<file path="config.mk">
export PLATFORM = sky130hd
export DESIGN_NAME = fc_param_loader
export DESIGN_NICKNAME = d
export VERILOG_FILES = /design/src/rtl/fc_param_loader.sv
export SDC_FILE = /design/constraint.sdc
export NUM_CORES = 2
export LEC_CHECK = 0
export BUFFER_PORTS_ARGS = -buffer_cell sky130_fd_sc_hd__buf_2
export CAP_MARGIN = 20
export CORE_AREA = 8 8 720 722
export CTS_CLUSTER_SIZE = 8
export DETAILED_ROUTE_END_ITERATION = 8
export DIE_AREA = 0 0 728 730
export GPL_TIMING_DRIVEN = 0
export PLACE_DENSITY = 0.3
export SYNTH_ARGS = -nofsm -noshare
export SYNTH_HDL_FRONTEND = slang
export SYNTH_SLANG_ARGS = --single-unit
</file>
<file path="constraint.sdc">
create_clock -name clk -period 3.3 [get_ports clk]
set_input_delay 0 -clock clk [delete_from_list [all_inputs] [get_ports clk]]
set_output_delay 0 -clock clk [all_outputs]
set_load 0.01 [all_outputs]
</file>
<file path="src/rtl/fc_param_loader.sv">
`default_nettype none
// ============================================================================
// Module      : fc_param_loader
// Description : Streams parameter words into the FC layer's weight array
//               (flat packed order), then its bias array.
// Revision    : 1.0 - initial release
// ============================================================================
module fc_param_loader #(
    parameter int INPUT_SIZE      = 5,
    parameter int INPUT_CHANNELS  = 3,
    parameter int OUTPUT_CHANNELS = 3,
    parameter int PX_SIZE         = 8
) (
    input  logic                clk,
    input  logic                rst_n,
    input  logic                start,
    input  logic                in_valid,
    input  logic [PX_SIZE-1:0]  in_data,
    output logic                in_ready,
    output logic [OUTPUT_CHANNELS-1:0][INPUT_SIZE-1:0][INPUT_SIZE-1:0][INPUT_CHANNELS-1:0][PX_SIZE-1:0] weights,
    output logic [OUTPUT_CHANNELS-1:0][PX_SIZE-1:0] biases,
    output logic                busy,
    output logic                done,
    output logic                params_valid
);

    localparam int c_w_count = OUTPUT_CHANNELS * INPUT_SIZE * INPUT_SIZE * INPUT_CHANNELS;
    localparam int c_b_count = OUTPUT_CHANNELS;
    localparam int c_cnt_w   = $clog2(c_w_count + 1);

    localparam logic [1:0] c_st_idle   = 2'd0;
    localparam logic [1:0] c_st_load_w = 2'd1;
    localparam logic [1:0] c_st_load_b = 2'd2;
    localparam logic [1:0] c_st_done   = 2'd3;

    logic [1:0]                       r_state;
    logic [c_cnt_w-1:0]               r_cnt;
    logic [c_w_count*PX_SIZE-1:0]     r_w;
    logic [c_b_count*PX_SIZE-1:0]     r_b;
    logic                             r_in_ready;
    logic                             r_busy;
    logic                             r_done;
    logic                             r_params_valid;
    logic                             w_xfer;

    assign w_xfer = in_valid && r_in_ready;

    always_ff @(posedge clk) begin
        if (!rst_n) begin
            r_state        <= c_st_idle;
            r_cnt          <= '0;
            r_w            <= '0;
            r_b            <= '0;
            r_in_ready     <= 1'b0;
            r_busy         <= 1'b0;
            r_done         <= 1'b0;
            r_params_valid <= 1'b0;
        end else begin
            r_done <= 1'b0;
            // start wins over any transfer presented on the same edge
            if (start) begin
                r_state        <= c_st_load_w;
                r_cnt          <= '0;
                r_in_ready     <= 1'b1;
                r_busy         <= 1'b1;
                r_params_valid <= 1'b0;
            end else begin
                case (r_state)
                    c_st_load_w: begin
                        if (w_xfer) begin
                            for (int i = 0; i < c_w_count; i++) begin
                                if (r_cnt == c_cnt_w'(i))
                                    r_w[i*PX_SIZE +: PX_SIZE] <= in_data;
                            end
                            if (r_cnt == c_cnt_w'(c_w_count - 1)) begin
                                r_state <= c_st_load_b;
                                r_cnt   <= '0;
                            end else begin
                                r_cnt <= r_cnt + 1'b1;
                            end
                        end
                    end
                    c_st_load_b: begin
                        if (w_xfer) begin
                            for (int i = 0; i < c_b_count; i++) begin
                                if (r_cnt == c_cnt_w'(i))
                                    r_b[i*PX_SIZE +: PX_SIZE] <= in_data;
                            end
                            if (r_cnt == c_cnt_w'(c_b_count - 1)) begin
                                r_state        <= c_st_done;
                                r_cnt          <= '0;
                                r_in_ready     <= 1'b0;
                                r_busy         <= 1'b0;
                                r_done         <= 1'b1;
                                r_params_valid <= 1'b1;
                            end else begin
                                r_cnt <= r_cnt + 1'b1;
                            end
                        end
                    end
                    default: begin
                        r_state <= r_state;
                    end
                endcase
            end
        end
    end

    assign weights      = r_w;
    assign biases       = r_b;
    assign in_ready     = r_in_ready;
    assign busy         = r_busy;
    assign done         = r_done;
    assign params_valid = r_params_valid;

endmodule
`default_nettype wire

</file>
==> impl_metrics.ini <==
[status]
outcome = finished clean

[cts]
cts_buffers = 273
clock_path_buffers = 4
cts_tree = done
htree_num_levels = 5
cts.clk_slew.worst_paths_ns = 0.06
cts_sinks = 1837
clock_latency_ns = 0.89
clockRootBuffer = clkbuf_16

[critical_path]
critical_path_arrival_ns = 3.93
cp-start-kind = flip-flop
cp_max_fo = 10
cpMostUsedCell = clkbuf_1
slowest_stage = and3b_1
critPathMaxStageDelay_ns = 0.62
reg2reg_from = r_cnt[4]$_SDFFE_PP0P_
worstRegToRegCells = 7
path_cells = and3b_1, clkbuf_2, clkbuf_1, nand4_1, clkbuf_1, nand3_1, o21ai_0
worstSetupEndpointType = flip-flop
r2r-end = weights[1205]$_SDFFE_PN0P_
r2r_slack_ns = 0.10
cp.depth = 7
worstPathRequired_ns = 4.03
cp_top_family = simple AND/OR/NAND/NOR gates
path_buf_inv = 3
crit_type = flip-flop to flip-flop

[synth]
synth_fa_ha_area_frac = 0.000788
synth_cells = 7468
synthTopCellsByCount = dfxtp_1 (1837), nand2_1 (1819), o21ai_0 (1751), nand3_1 (901), clkbuf_1 (550)
synth_xor_area_frac = 0.00110
synth.most_common_cell = dfxtp_1
synth_compound_area_frac = 0.143
seq_area_frac_synth = 0.579
ys_warn_count = 0
synthSimpleGateAreaFrac = 0.226
synth_top_family_by_area = simple AND/OR/NAND/NOR gates
synth_edf_count = 0
muxShareOfSynthArea = 0.00378
synth_cell_types = 41
yosysTopAreaCell = dfxtp_1
ys.flop_type = dfxtp_1
synth_area_sq_um = 63500
ys_ff_latch = 1837
synthArstFlopShare = 0
synth_area_leaders = dfxtp_1 (58%), o21ai_0 (14%), nand2_1 (11%)
syn-num-nets = 7484
synth_top_area_frac = 0.579
postSynthAreaPerCell_sq_um = 8.50

[timing]
grt_setup_unrepaired = yes
max_slew_margin = 0.158
finalMaxSlewViolations = 0
period_needed_ns = 3.20
fmax_ghz = 0.313
setup_viol = 0
hold_viol_final = 0
timing.final.ws_setup_ns = 0.101
fin_skew_ns = 0.0809
tightest_slew_ns = 1.26
finalCritPeriodShare = 0.969

[min_path]
hold_start = start
whs_endpoint = params_valid$_SDFFE_PP0P_
min_path_type = input port to flip-flop
holdPathStages = 4

[cells_and_area]
syn2layout_area_growth_pct = 46.2
drive_gt1_frac = 0.279
nets = 9850
final_area_sq_um = 92800
finish.utilization = 0.183

[global_route]
antenna_found_initial = 31
grt_pass1_wl_microns = 653000
grt_usage = 0.181
grt_pass1_vias = 63200
grt_max_degree = 17
overflow = 0

[placed_design]
numPortBuffers = 1838
gp_congestion = 0.805
hpwl_microns = 405000
dp_slack_ns = -1.89
placed_area_sq_um = 83100

[power_and_ir_drop]
ir_worst_vdd_mv = 0.334
total_power_w = 0.0512
p_per_area_nw_per_um2 = 552
leakage_nw = 37.4

[floorplan]
initial_core_util = 0.125
fp.dieW_microns = 728
die_h_microns = 730
rows = 262
top_level_ports = 1840
fp.dieArea_sq_um = 531000
placeableCoreArea_sq_um = 507000

[drt]
drc = 0
wl_microns = 508000
ant_nets = 0
drt_iter0_markers = 4567
viasPerCell = 3.92
vias = 65200
wl_per_cell_microns = 30.5
dr.pass1.iters = 8

[flow_run]
maxCapViolations = 0
timing repair:
item                                     CTS  global route
setup buffers                             85            47
gates resized for setup                  105            25
hold buffers                              13             0
pin swaps                                 52            27
endpoints found under the setup margin  1621           260
gates cloned                               0             0
endpoints found under the hold margin     39             0
cells by family (layout without fill, tap and decap cells):
family	Yosys count	count (layout)
and+or+nand+nor	3053	3053
other	0	22
xor gates and xnor gates	8	8
buffers and inverters	736	3153
AOI/OAI and AO/OA	1806	1806
adders and majority gates	4	4
muxes	24	24
DFF	1837	1837
placed cells by master (no fill, tap or decap), drive strengths merged:
cell | netlist | final
o21a | 2 | 2
dfxtp | 1837 | 1837
ha | 4 | 4
nand2b | 2 | 2
o21ai | 1802 | 1802
nand3 | 902 | 902
nor2 | 9 | 9
clkdlybuf4s15 | 0 | 1
diode | 0 | 22
dlygate4sd3 | 0 | 13
nand4b | 3 | 3
or4b | 1 | 1
or4bb | 1 | 1
xnor2 | 8 | 8
nor3b | 9 | 9
and3b | 12 | 12
clkinvlp | 0 | 2
buf | 184 | 2270
nand2 | 1819 | 1819
nor4 | 121 | 121
inv | 2 | 6
nor3 | 2 | 2
o31a | 1 | 1
or4 | 1 | 1
nand4 | 114 | 114
mux2i | 24 | 24
bufinv | 0 | 2
and2 | 9 | 9
nor2b | 27 | 27
clkinv | 0 | 25
nand4bb | 2 | 2
nand3b | 9 | 9
or3b | 5 | 5
a21oi | 1 | 1
clkbuf | 550 | 834
and3 | 5 | 5
tightest hold or removal path, stage by stage:
cell and delay, ns:
dlygate4sd3_1 0.53, buf_2 0.22, nor2b_1 0.15, o21a_1 0.11
cell type report:
type                       count  area (sq um)
antenna                       22          55.1
multi-input combinational   4895         24600
timing repair buffer        2096         12200
fill                       57500        414000
inverter                       2          7.51
clock buffer                 293          6980
tap                         6732          8420
sequential                  1837         36800
clock inverter                33           729
buffer                       729          3090
per-stage QoR:
step	TNS, ns	cells	hold WS, ns
6_report	0	16600	0.149
2_1_floorplan	0	7468	0.136
4_1_cts	-0.683	16600	0.00345
3_3_place_gp	-3557.65	16000	0.381
3_5_place_dp	-1139.58	16100	0.391
5_1_grt	-0.188	16600	0.105
how the worst max path moves through the flow:
stage,startpoint,to
after CTS,busy$_SDFFE_PN0P_,weights[41]$_SDFFE_PN0P_
final,r_cnt[4]$_SDFFE_PP0P_,weights[1205]$_SDFFE_PN0P_
after global routing,r_cnt[4]$_SDFFE_PP0P_,weights[655]$_SDFFE_PN0P_
after floorplan,r_cnt[0]$_SDFFE_PP0P_,weights[901]$_SDFFE_PN0P_
after global placement,r_cnt[0]$_SDFFE_PP0P_,weights[1038]$_SDFFE_PN0P_
after detailed placement,busy$_SDFFE_PN0P_,weights[238]$_SDFFE_PN0P_
registers in the layout (all words and copies together) (netlist names):
name,cells
weights,1800
biases,24
r_cnt,8
r_state,2
busy,1
done,1
params_valid,1
per-layer routing:
layer | vias up | global-route usage | share of wire
met5 | - | 0 | 0
met4 | 0 | 0.0632 | 0.040
li1 | 30100 | - | -
met2 | 2257 | 0.330 | 0.51
met1 | 32200 | 0.201 | 0.38
met3 | 543 | 0.0510 | 0.071
power breakdown:
group	switching [W]	internal, W
sequential	0.00000624	0.0222
combinational	0.00189	0.000308
clock	0.0116	0.0152
Power figures use the tool's default switching activity.
